<file path="src/rtl/bus_pkg.sv">
// rtl/bus_pkg.sv - shared types and widths for the Dcache snooping-bus arbiter
//
// Contents:
//   DCACHE_TAG_W / DCACHE_IDX_W  request tag and index widths; a line address
//                                is {tag, idx, 3'b000} and spans 64 bits
//   RSP_Q_PTR_W                  default response-queue pointer width
//   message_t                    coherence request type on the bus
//   bus_arb_state_t              arbiter FSM states
//   line_addr()                  builds the 64-bit line address from tag/idx
package bus_pkg;

    localparam int DCACHE_TAG_W = 52;
    localparam int DCACHE_IDX_W = 9;
    localparam int RSP_Q_PTR_W  = 3;

    typedef enum logic [1:0] {
        NONE  = 2'd0,
        GET_S = 2'd1,
        GET_M = 2'd2,
        PUT_M = 2'd3
    } message_t;

    typedef enum logic [0:0] {
        IDLE  = 1'b0,
        BCAST = 1'b1
    } bus_arb_state_t;

    function automatic logic [63:0] line_addr(input logic [DCACHE_TAG_W-1:0] tag,
                                              input logic [DCACHE_IDX_W-1:0] idx);
        return {tag, idx, 3'b000};
    endfunction

endpackage

</file>
<file path="src/rtl/rr_arbiter.sv">
// rtl/rr_arbiter.sv - combinational round-robin arbiter
//
// Ports:
//   req      request vector, one bit per requester
//   pri_ptr  requester that holds highest priority this cycle
//   gnt      one-hot grant (all zero when nothing requests)
//   gnt_idx  encoded index of the granted requester
module rr_arbiter #(
    parameter int NUM_REQ = 2,
    localparam int IDX_W = (NUM_REQ > 1) ? $clog2(NUM_REQ) : 1
) (
    input  logic [NUM_REQ-1:0] req,
    input  logic [IDX_W-1:0]   pri_ptr,
    output logic [NUM_REQ-1:0] gnt,
    output logic [IDX_W-1:0]   gnt_idx
);

    logic [IDX_W-1:0] cand;
    logic             found;

    // Scan requesters in priority order pri_ptr, pri_ptr+1, ... (wrapping);
    // the first active one wins.
    always_comb begin
        gnt     = '0;
        gnt_idx = '0;
        found   = 1'b0;
        cand    = '0;
        for (int i = 0; i < NUM_REQ; i++) begin
            cand = IDX_W'((int'(pri_ptr) + i) % NUM_REQ);
            if (!found && req[cand]) begin
                found     = 1'b1;
                gnt[cand] = 1'b1;
                gnt_idx   = cand;
            end
        end
    end

endmodule

</file>
<file path="src/rtl/dcache_bus_arb.sv">
// rtl/dcache_bus_arb.sv - snooping-bus arbiter/sequencer between core Dcaches and Dmem controller
//
// Ports:
//   clk, rst                  clock; asynchronous active-high reset
//   req_*_i                   per-core request (valid held until req_gnt_o)
//   req_gnt_o, req_ptr_o      one-cycle commit pulse and the queue pointer assigned
//   bus_req_*_o, bus_rsp_ptr_o broadcast of the transaction being sequenced
//   bus_req_core_ack_i        a peer core will supply the data
//   Dmem_ctrl_rsp_ack_i       memory controller accepts the broadcast
//   bus_req_ack_o             commit strobe to the memory controller
//   Dmem_ctrl_rsp_*_i         memory data return
//   core_rsp_*_i/_ack_o       peer-core data return and its acceptance
//   bus_rsp_*_o               peer writeback forwarded to memory
//   rsp_vld_o/ptr_o/data_o    data delivery to the owning requester
module dcache_bus_arb
    import bus_pkg::*;
#(
    parameter int NUM_REQ     = 2,
    parameter int RSP_Q_NUM   = 8,
    parameter int RSP_Q_PTR_W = bus_pkg::RSP_Q_PTR_W
) (
    input  logic                                    clk,
    input  logic                                    rst,
    input  logic [NUM_REQ-1:0]                      req_vld_i,
    input  logic [NUM_REQ-1:0][DCACHE_TAG_W-1:0]    req_tag_i,
    input  logic [NUM_REQ-1:0][DCACHE_IDX_W-1:0]    req_idx_i,
    input  message_t [NUM_REQ-1:0]                  req_msg_i,
    input  logic [NUM_REQ-1:0][63:0]                req_data_i,
    output logic [NUM_REQ-1:0]                      req_gnt_o,
    output logic [RSP_Q_PTR_W-1:0]                  req_ptr_o,
    output logic [DCACHE_TAG_W-1:0]                 bus_req_tag_o,
    output logic [DCACHE_IDX_W-1:0]                 bus_req_idx_o,
    output message_t                                bus_req_message_o,
    output logic [63:0]                             bus_req_data_o,
    output logic [RSP_Q_PTR_W-1:0]                  bus_rsp_ptr_o,
    input  logic                                    bus_req_core_ack_i,
    input  logic                                    Dmem_ctrl_rsp_ack_i,
    output logic                                    bus_req_ack_o,
    input  logic                                    Dmem_ctrl_rsp_vld_i,
    input  logic [RSP_Q_PTR_W-1:0]                  Dmem_ctrl_rsp_ptr_i,
    input  logic [63:0]                             Dmem_ctrl_rsp_data_i,
    input  logic                                    core_rsp_vld_i,
    input  logic [RSP_Q_PTR_W-1:0]                  core_rsp_ptr_i,
    input  logic [63:0]                             core_rsp_data_i,
    output logic                                    core_rsp_ack_o,
    output logic                                    bus_rsp_vld_o,
    output logic [63:0]                             bus_rsp_addr_o,
    output logic [63:0]                             bus_rsp_data_o,
    output logic [NUM_REQ-1:0]                      rsp_vld_o,
    output logic [RSP_Q_PTR_W-1:0]                  rsp_ptr_o,
    output logic [63:0]                             rsp_data_o
);

    localparam int OWN_W = (NUM_REQ > 1) ? $clog2(NUM_REQ) : 1;

    bus_arb_state_t               state;
    logic [OWN_W-1:0]             rr_ptr;
    logic [RSP_Q_NUM-1:0]         free_vec;
    logic [RSP_Q_NUM-1:0]         free_nxt;
    logic [OWN_W-1:0]             q_owner [RSP_Q_NUM];
    logic [63:0]                  q_addr  [RSP_Q_NUM];

    logic [DCACHE_TAG_W-1:0]      lat_tag;
    logic [DCACHE_IDX_W-1:0]      lat_idx;
    message_t                     lat_msg;
    logic [63:0]                  lat_data;
    logic [OWN_W-1:0]             lat_owner;
    logic [RSP_Q_PTR_W-1:0]       lat_ptr;

    logic [NUM_REQ-1:0]           arb_gnt;
    logic [OWN_W-1:0]             arb_idx;
    logic [RSP_Q_PTR_W-1:0]       alloc_ptr;
    logic                         do_alloc;
    logic                         commit;
    logic                         commit_free;
    logic                         rsp_free_en;
    logic [RSP_Q_PTR_W-1:0]       rsp_free_ptr;

    rr_arbiter #(.NUM_REQ(NUM_REQ)) u_rr_arbiter (
        .req     (req_vld_i),
        .pri_ptr (rr_ptr),
        .gnt     (arb_gnt),
        .gnt_idx (arb_idx)
    );

    // Lowest-index free entry; only meaningful while free_vec is non-zero.
    always_comb begin
        alloc_ptr = '0;
        for (int i = RSP_Q_NUM - 1; i >= 0; i--) begin
            if (free_vec[i]) alloc_ptr = RSP_Q_PTR_W'(i);
        end
    end

    assign do_alloc = (state == IDLE) && (|arb_gnt) && (|free_vec);
    assign commit   = (state == BCAST) && Dmem_ctrl_rsp_ack_i;

    // A GET_S always waits for its data; a GET_M only does when a peer core
    // promised to supply it, otherwise memory answers without a queue entry.
    assign commit_free = commit &&
                         ((lat_msg == PUT_M) || ((lat_msg == GET_M) && !bus_req_core_ack_i));

    // Response routing: memory returns win; a peer return is only taken when
    // memory is silent, and it is mirrored to memory as a writeback.
    always_comb begin
        rsp_vld_o      = '0;
        rsp_ptr_o      = '0;
        rsp_data_o     = '0;
        core_rsp_ack_o = 1'b0;
        bus_rsp_vld_o  = 1'b0;
        bus_rsp_addr_o = '0;
        bus_rsp_data_o = '0;
        rsp_free_en    = 1'b0;
        rsp_free_ptr   = '0;
        if (Dmem_ctrl_rsp_vld_i) begin
            rsp_ptr_o  = Dmem_ctrl_rsp_ptr_i;
            rsp_data_o = Dmem_ctrl_rsp_data_i;
            if (!free_vec[Dmem_ctrl_rsp_ptr_i]) begin
                rsp_vld_o[q_owner[Dmem_ctrl_rsp_ptr_i]] = 1'b1;
                rsp_free_en  = 1'b1;
                rsp_free_ptr = Dmem_ctrl_rsp_ptr_i;
            end
        end else if (core_rsp_vld_i && !rst) begin
            core_rsp_ack_o = 1'b1;
            rsp_ptr_o      = core_rsp_ptr_i;
            rsp_data_o     = core_rsp_data_i;
            if (!free_vec[core_rsp_ptr_i]) begin
                rsp_vld_o[q_owner[core_rsp_ptr_i]] = 1'b1;
                bus_rsp_vld_o  = 1'b1;
                bus_rsp_addr_o = q_addr[core_rsp_ptr_i];
                bus_rsp_data_o = core_rsp_data_i;
                rsp_free_en    = 1'b1;
                rsp_free_ptr   = core_rsp_ptr_i;
            end
        end
    end

    // Allocation only picks entries already free in the register, so it never
    // collides with an entry being released in the same cycle.
    always_comb begin
        free_nxt = free_vec;
        if (rsp_free_en) free_nxt[rsp_free_ptr] = 1'b1;
        if (commit_free) free_nxt[lat_ptr] = 1'b1;
        if (do_alloc)    free_nxt[alloc_ptr] = 1'b0;
    end

    always_ff @(posedge clk or posedge rst) begin
        if (rst) begin
            state     <= IDLE;
            rr_ptr    <= '0;
            free_vec  <= '1;
            lat_tag   <= '0;
            lat_idx   <= '0;
            lat_msg   <= NONE;
            lat_data  <= '0;
            lat_owner <= '0;
            lat_ptr   <= '0;
        end else begin
            free_vec <= free_nxt;
            case (state)
                IDLE: begin
                    if (do_alloc) begin
                        lat_tag   <= req_tag_i[arb_idx];
                        lat_idx   <= req_idx_i[arb_idx];
                        lat_msg   <= req_msg_i[arb_idx];
                        lat_data  <= req_data_i[arb_idx];
                        lat_owner <= arb_idx;
                        lat_ptr   <= alloc_ptr;
                        state     <= BCAST;
                    end
                end
                BCAST: begin
                    if (commit) begin
                        rr_ptr <= (lat_owner == OWN_W'(NUM_REQ - 1)) ? '0 : lat_owner + 1'b1;
                        state  <= IDLE;
                    end
                end
                default: state <= IDLE;
            endcase
        end
    end

    // Queue payload needs no reset: an entry is only read while it is allocated.
    always_ff @(posedge clk) begin
        if (do_alloc) begin
            q_owner[alloc_ptr] <= arb_idx;
            q_addr[alloc_ptr]  <= line_addr(req_tag_i[arb_idx], req_idx_i[arb_idx]);
        end
    end

    assign bus_req_tag_o     = (state == BCAST) ? lat_tag  : '0;
    assign bus_req_idx_o     = (state == BCAST) ? lat_idx  : '0;
    assign bus_req_message_o = (state == BCAST) ? lat_msg  : NONE;
    assign bus_req_data_o    = (state == BCAST) ? lat_data : '0;
    assign bus_rsp_ptr_o     = (state == BCAST) ? lat_ptr  : '0;
    assign bus_req_ack_o     = commit;
    assign req_ptr_o         = commit ? lat_ptr : '0;

    always_comb begin
        req_gnt_o = '0;
        if (commit) req_gnt_o[lat_owner] = 1'b1;
    end

endmodule

</file>
<file path="config.mk">
export PLATFORM = sky130hd
export DESIGN_NAME = dcache_bus_arb
export DESIGN_NICKNAME = d
export VERILOG_FILES = /design/src/rtl/bus_pkg.sv /design/src/rtl/rr_arbiter.sv /design/src/rtl/dcache_bus_arb.sv
export SDC_FILE = /design/constraint.sdc
export NUM_CORES = 1
export LEC_CHECK = 0
export ABC_AREA = 0
export CAP_MARGIN = 0
export CORE_AREA = 2 2 289 291
export CTS_CLUSTER_SIZE = 16
export DETAILED_ROUTE_END_ITERATION = 12
export DIE_AREA = 0 0 291 293
export GPL_ROUTABILITY_DRIVEN = 0
export PLACE_DENSITY = 0.6
export SYNTH_ARGS = -nofsm -noshare
export SYNTH_HDL_FRONTEND = slang
export SYNTH_HIERARCHICAL = 1
export SYNTH_SLANG_ARGS = --single-unit
</file>
<file path="constraint.sdc">
create_clock -name clk -period 12.8 [get_ports clk]
set_clock_uncertainty 0.2 [all_clocks]
set_input_delay 3.2 -clock clk [delete_from_list [all_inputs] [get_ports clk]]
set_output_delay 3.2 -clock clk [all_outputs]
set_load 0.005 [all_outputs]
</file>
Word-level counts from Yosys, hierarchy flattened
Memory sizes are Yosys's and may differ from the RTL's.
Cells that the tools add are included.
{ "totals": {"rom_bits": 0, "latch_bits": 0, "elab_cells": 148, "ram_bits": 496, "input_bits": 396, "memories": 2, "ff_bits": 141} }
{ "classes": {"bitwise_logic": 6, "multipliers": 0, "n_reduce_logical": 23, "n_eq_ne": 2, "n_lt_le_gt_ge": 19, "n_shift": 0, "mux": 85, "add_sub_neg": 2, "div_mod_pow": 0} }
{ "mem_list": {"columns": ["name", "depth", "width", "rd", "rd_clocked_by_memory_dff", "wr", "line_no", "text"], "rows": [
  ["q_addr", 8, 61, 1, 0, 1, "dcache_bus_arb.sv:61", "logic [63:0] q_addr [RSP_Q_NUM];"],
  ["q_owner", 8, 1, 2, 0, 1, "dcache_bus_arb.sv:60", "logic [OWN_W-1:0] q_owner [RSP_Q_NUM];"]
]} }
{ "ops": {"columns": ["cell", "count"], "rows": [
  ["64-bit two-way mux", 11],
  ["52-bit two-way mux", 3],
  ["3-bit two-way mux", 16],
  ["1-bit two-way mux", 28],
  ["9-bit two-way mux", 3],
  ["8-bit two-way mux", 3],
  ["3-bit by 4-bit < comparator with 1-bit output (second input constant)", 5],
  ["2-bit two-way mux", 10],
  ["8-bit bitwise OR", 2],
  ["1-bit logical AND", 15],
  ["1-bit by 2-bit < comparator with 1-bit output (second input constant)", 6],
  ["1-bit demux with 3-bit select", 3],
  ["3-bit by 1-bit >= comparator with 1-bit output (second input constant)", 3],
  ["8-bit AND", 1],
  ["8-bit NOT", 1],
  ["8-bit OR reduction", 1],
  ["1-bit binary-select mux with 3-bit select", 2],
  ["1-bit demux with 1-bit select", 5],
  ["1-bit >= comparator (second input constant)", 5],
  ["2-bit == test (second input constant)", 2],
  ["2-bit AND reduction", 2],
  ["1-bit logical NOT", 3],
  ["1-bit adder (second input constant)", 2],
  ["2-bit bitwise OR", 1],
  ["other kinds (4)", 4]
]} }

Logic depth before layout (Yosys ltp)
{ "logic_depth": {"word_depth": 15, "ltp_mapped": 9, "mapped_depth_nobuf": 7} }

Hierarchy
Netlist, hierarchy kept.
{ "by_module_without_submodules": {"columns": ["module", "instances", "cells_each", "seq_area_each_um2", "area_each_um2"], "rows": [
  ["dcache_bus_arb", 1, 1837, 18432.7, 27896.8],
  ["rr_arbiter", 1, 4, 0.0, 30.0]
]} }

Worst setup path before layout
No wires, ideal clock.
{ "synth_timing": {"path_kind": "input to output", "start": "input port rst", "end": "output port rsp_data_o[10]", "arrival_time_ns": 7.688, "stages": 6, "setup_slack_ns": 1.712, "t_required_ns": 9.400, "path_cell_list": "inv_1 > nand3_1 > inv_1 > clkbuf_1 > buf_1 > a22o_1"} }
{ "synth_between": {"elab_chain_cells": 4} }
{ "synth_lines": {"columns": ["element", "line_no", "text"], "rows": [
  ["from (decl)", "dcache_bus_arb.sv:23", "input logic rst,"],
  ["1-bit logical NOT (no line)", null, null],
  ["1-bit logical AND", "dcache_bus_arb.sv:122", "end else if (core_rsp_vld_i && !rst) begin"],
  ["64-bit two-way mux", "dcache_bus_arb.sv:122", null],
  ["64-bit two-way mux", "dcache_bus_arb.sv:114", "if (Dmem_ctrl_rsp_vld_i) begin"],
  ["to (decl)", "dcache_bus_arb.sv:51", "output logic [63:0] rsp_data_o"]
]} }
No other way between the ends.

Final worst setup path
{ "layout_timing": {"start": "input port rst", "end": "output port rsp_data_o[63]"} }
Same word-level chain as after synthesis.

==> impl_metrics.prom <==
# TYPE chip_impl_metric gauge
chip_impl_metric{name="syn_area",unit="µm²"} 27900
chip_impl_metric{name="initial_core_util",unit="%"} 34.1
chip_impl_metric{name="grt_start_max_net_pins",unit=""} 130
chip_impl_metric{name="maxCapViolCount",unit=""} 0
chip_impl_metric{name="yosysWarnings",unit=""} 6
chip_impl_info{name="cts-root-buf",value="sky130_fd_sc_hd__clkbuf_16"} 1
chip_impl_metric{name="dp_hpwl",unit="µm"} 63100
chip_impl_metric{name="dr.pass1.iters",unit=""} 5
chip_impl_info{name="critical-path-top-cell-by-count",value="sky130_fd_sc_hd__clkdlybuf4s50_1"} 1
chip_impl_metric{name="grt_overflow",unit=""} 0
chip_impl_metric{name="total_power",unit="mW"} 6.69
chip_impl_metric{name="numCtsBuffers",unit=""} 70
chip_impl_metric{name="max_stage_delay",unit="ns"} 0.61
chip_impl_metric{name="synth_enable_flop_cells",unit=""} 496
chip_impl_metric{name="final_ant_viol_nets",unit=""} 0
chip_impl_metric{name="power-per-cell-area",unit="nW/µm²"} 173
chip_impl_metric{name="tightestPinTransition",unit="ns"} 1.19
chip_impl_metric{name="worstPathRequired",unit="ns"} 9.40
chip_impl_metric{name="layout_cells_sized_above_1",unit="%"} 13.5
chip_impl_metric{name="die-width",unit="µm"} 291
chip_impl_metric{name="critPathBufInv",unit=""} 5
chip_impl_metric{name="global_router_s_overall_resource_usage",unit="%"} 21.3
chip_impl_info{name="layout_commonest_cell",value="sky130_fd_sc_hd__clkdlybuf4s50_1"} 1
chip_impl_metric{name="final_max_slew_viol_count",unit=""} 0
chip_impl_metric{name="ctsHoldBuffers",unit=""} 0
chip_impl_info{name="critical-path-slowest-cell",value="sky130_fd_sc_hd__buf_4"} 1
chip_impl_metric{name="maxSlewHeadroom",unit="%"} 20.6
chip_impl_metric{name="first_iter_violations",unit=""} 933
chip_impl_metric{name="setup_violations",unit=""} 0
chip_impl_metric{name="design.portCount",unit=""} 731
chip_impl_metric{name="finalWorstSetupSlack",unit="ns"} 3.14
chip_impl_metric{name="synthesis.area_per_instance",unit="µm²"} 15.2
chip_impl_metric{name="synth-seq-area-share",unit="%"} 66.0
chip_impl_info{name="layout_common_cells",value="sky130_fd_sc_hd__clkdlybuf4s50_1, sky130_fd_sc_hd__edfxtp_1, sky130_fd_sc_hd__nand2_1"} 1
chip_impl_info{name="yosys_most_used_dff",value="sky130_fd_sc_hd__edfxtp_1"} 1
chip_impl_metric{name="port_buf_inserts",unit=""} 727
chip_impl_metric{name="num_rows",unit=""} 105
chip_impl_metric{name="period_share",unit="%"} 75.5
chip_impl_metric{name="post_cts_gate_resize_count",unit=""} 0
chip_impl_info{name="hold_path.class",value="reg -> reg"} 1
chip_impl_metric{name="worst_path_fanout_max",unit=""} 67
chip_impl_metric{name="antenna_found_initial",unit=""} 7
chip_impl_metric{name="yosysUniqueCellTypes",unit=""} 51
chip_impl_metric{name="clk-insertion-delay-late",unit="ns"} 0.60
chip_impl_metric{name="timing.fmax",unit="MHz"} 103
chip_impl_metric{name="detailroute.via_count",unit=""} 18400
chip_impl_metric{name="cts_setup_buffers",unit=""} 0
chip_impl_metric{name="period_minus_slack",unit="ns"} 9.66
chip_impl_metric{name="post_synth_inst_count",unit=""} 1841
chip_impl_metric{name="wl_per_cell",unit="µm"} 25.1
chip_impl_metric{name="design.final.nets",unit=""} 2938
chip_impl_info{name="unrepaired_setup_endpoints_after_global_routing",value="no"} 1
chip_impl_metric{name="cts_sink_cnt",unit=""} 637
chip_impl_metric{name="cts-root-to-sink-buffers",unit=""} 3
chip_impl_info{name="largest_delay_share_family_worst_path",value="buffers and inverters"} 1
chip_impl_metric{name="vias_per_cell",unit=""} 5.01
chip_impl_info{name="path_cells",value="clkdlybuf4s50_1 > inv_6 > nand3_1 > inv_2 > buf_4 > a22o_1 > clkdlybuf4s50_1"} 1
chip_impl_info{name="endpoint_kind",value="primary output"} 1
chip_impl_metric{name="dieArea",unit="µm²"} 85300
chip_impl_metric{name="core_region_area",unit="µm²"} 81800
chip_impl_metric{name="tns",unit="ns"} 0
chip_impl_metric{name="worstPathArrival",unit="ns"} 6.26
chip_impl_metric{name="grt_first_pass_wirelength",unit="µm"} 133000
chip_impl_metric{name="h-tree-depth",unit=""} 3
chip_impl_metric{name="area_delta_synth_final",unit="%"} 38.1
chip_impl_info{name="worstSetupPathType",value="in -> out"} 1
chip_impl_metric{name="placement.setup.worst_slack",unit="ns"} 3.15
chip_impl_metric{name="drt-total-wl",unit="µm"} 91800
chip_impl_metric{name="p_leak",unit="nW"} 13.9
chip_impl_metric{name="cts.reportedPaths.clkPinSlew",unit="ns"} 0.06
chip_impl_info{name="critical_path.startpoint_type",value="input pin"} 1
chip_impl_metric{name="die_height",unit="µm"} 293
chip_impl_metric{name="worst_ir_drop_on_vdd",unit="mV"} 0.104
chip_impl_info{name="tritoncts",value="yes"} 1
chip_impl_metric{name="route.detailed.drc",unit=""} 0
chip_impl_metric{name="grt_pass1_vias",unit=""} 19300
chip_impl_metric{name="fraction_of_synthesis_flops_using_an_asynchronous_set_or_reset_pin",unit="%"} 22.1
chip_impl_metric{name="report.final.hold_viol_count",unit=""} 0
chip_impl_metric{name="final_util",unit="%"} 47.1
chip_impl_metric{name="yosys_register_bits",unit=""} 637
chip_impl_info{name="run_status",value="completed"} 1
-- metrics by stage --
step                      hold slack [ns]  instances  instance area (µm²)
after floorplan                     0.237       1843                27900
after global placement              0.252       3540                36200
after detailed placement            0.254       3540                36200
after CTS                           0.269       3663                38600
after global routing                0.287       3664                38600
final                               0.266       3664                38600
-- flip-flops by register name, indices dropped and copies added (netlist names), 2 cells and up --
name and flops:
lat_data 64, free_vec 8, lat_msg 2, lat_idx 9, lat_ptr 3, q_owner 8, q_addr 488, lat_tag 52
-- layout make-up --
type,instances,area (µm²)
Clock inverter,34,430
Inverter,12,50.0
Timing Repair Buffer,754,7490
Multi-Input combinational cell,1067,8920
Sequential cell,637,18400
Clock buffer,89,1910
Tap cell,1070,1340
Antenna cell,1,2.50
Fill cell,7120,43300
-- path summary, 6_finish.rpt --
kind / to / slack, ns / cells after the start / start
worst min-delay path: lat_tag[44] / 0.27 / 2 / lat_tag[44]
max in group asynchronous: lat_tag[24] / 7.80 / 4 / rst
worst max-delay path: rsp_data_o[63] / 3.14 / 7 / rst
worst min register to register: lat_tag[44] / 0.27 / 2 / lat_tag[44]
min in group asynchronous: lat_idx[6] / 2.80 / 2 / rst
worst max register to register: lat_data[38] / 9.22 / 5 / free_vec[0]
-- cells by family (layout without fill, tap and decap cells) --
| group | count (synthesis) | count (layout) | share of synthesized area [%] |
|---|---|---|---|
| compound gates | 177 | 177 | 4.40 |
| buf+inv | 139 | 889 | 2.33 |
| other cells | 1 | 4 | 0.0134 |
| mux | 327 | 327 | 17.7 |
| flops | 637 | 637 | 66.0 |
| simple gates | 560 | 560 | 9.51 |
-- worst register-to-register path, delay by kind of cell (launching register included) --
family	cells	cell delay (ns)
DFF	1	0.42
and+or+nand+nor	3	1.50
buffers and inverters	1	1.00
AOI/OAI and AO/OA	1	0.29
-- cells in the mapped netlist (5+ instances only) --
cell,n,area (µm²)
sky130_fd_sc_hd__a21oi_1,9,45.0
sky130_fd_sc_hd__mux4_2,128,2880
sky130_fd_sc_hd__dfrtp_1,133,3330
sky130_fd_sc_hd__o22ai_1,5,31.3
sky130_fd_sc_hd__edfxtp_1,496,14900
sky130_fd_sc_hd__mux2i_1,136,1360
sky130_fd_sc_hd__mux2_2,63,709
sky130_fd_sc_hd__nand3_1,5,25.0
sky130_fd_sc_hd__inv_1,11,41.3
sky130_fd_sc_hd__nand2_1,267,1000
sky130_fd_sc_hd__o21ai_0,66,330
sky130_fd_sc_hd__clkbuf_1,61,229
sky130_fd_sc_hd__buf_1,15,56.3
sky130_fd_sc_hd__a22o_1,64,561
sky130_fd_sc_hd__nor2_1,74,278
sky130_fd_sc_hd__buf_4,16,120
sky130_fd_sc_hd__o21ai_1,6,30.0
sky130_fd_sc_hd__dfstp_2,8,210
sky130_fd_sc_hd__and2_1,194,1210
sky130_fd_sc_hd__buf_2,31,155
-- report_power, final --
group | switching, mW | internal [mW]
registers | 0.189 | 2.68
logic | 0.921 | 0.842
clock network | 0.813 | 1.24
total | 1.92 | 4.76
-- metal layers --
layer  share of wire (%)  track usage [%]  vias to the layer above
li1                    -                -                     8266
met1                  37             23.6                     9232
met2                  53             39.6                      705
met3                 5.7             4.33                      148
met4                 4.4             9.26                        2
met5              0.0087                0                        -
(Power assumes the default switching activity.)
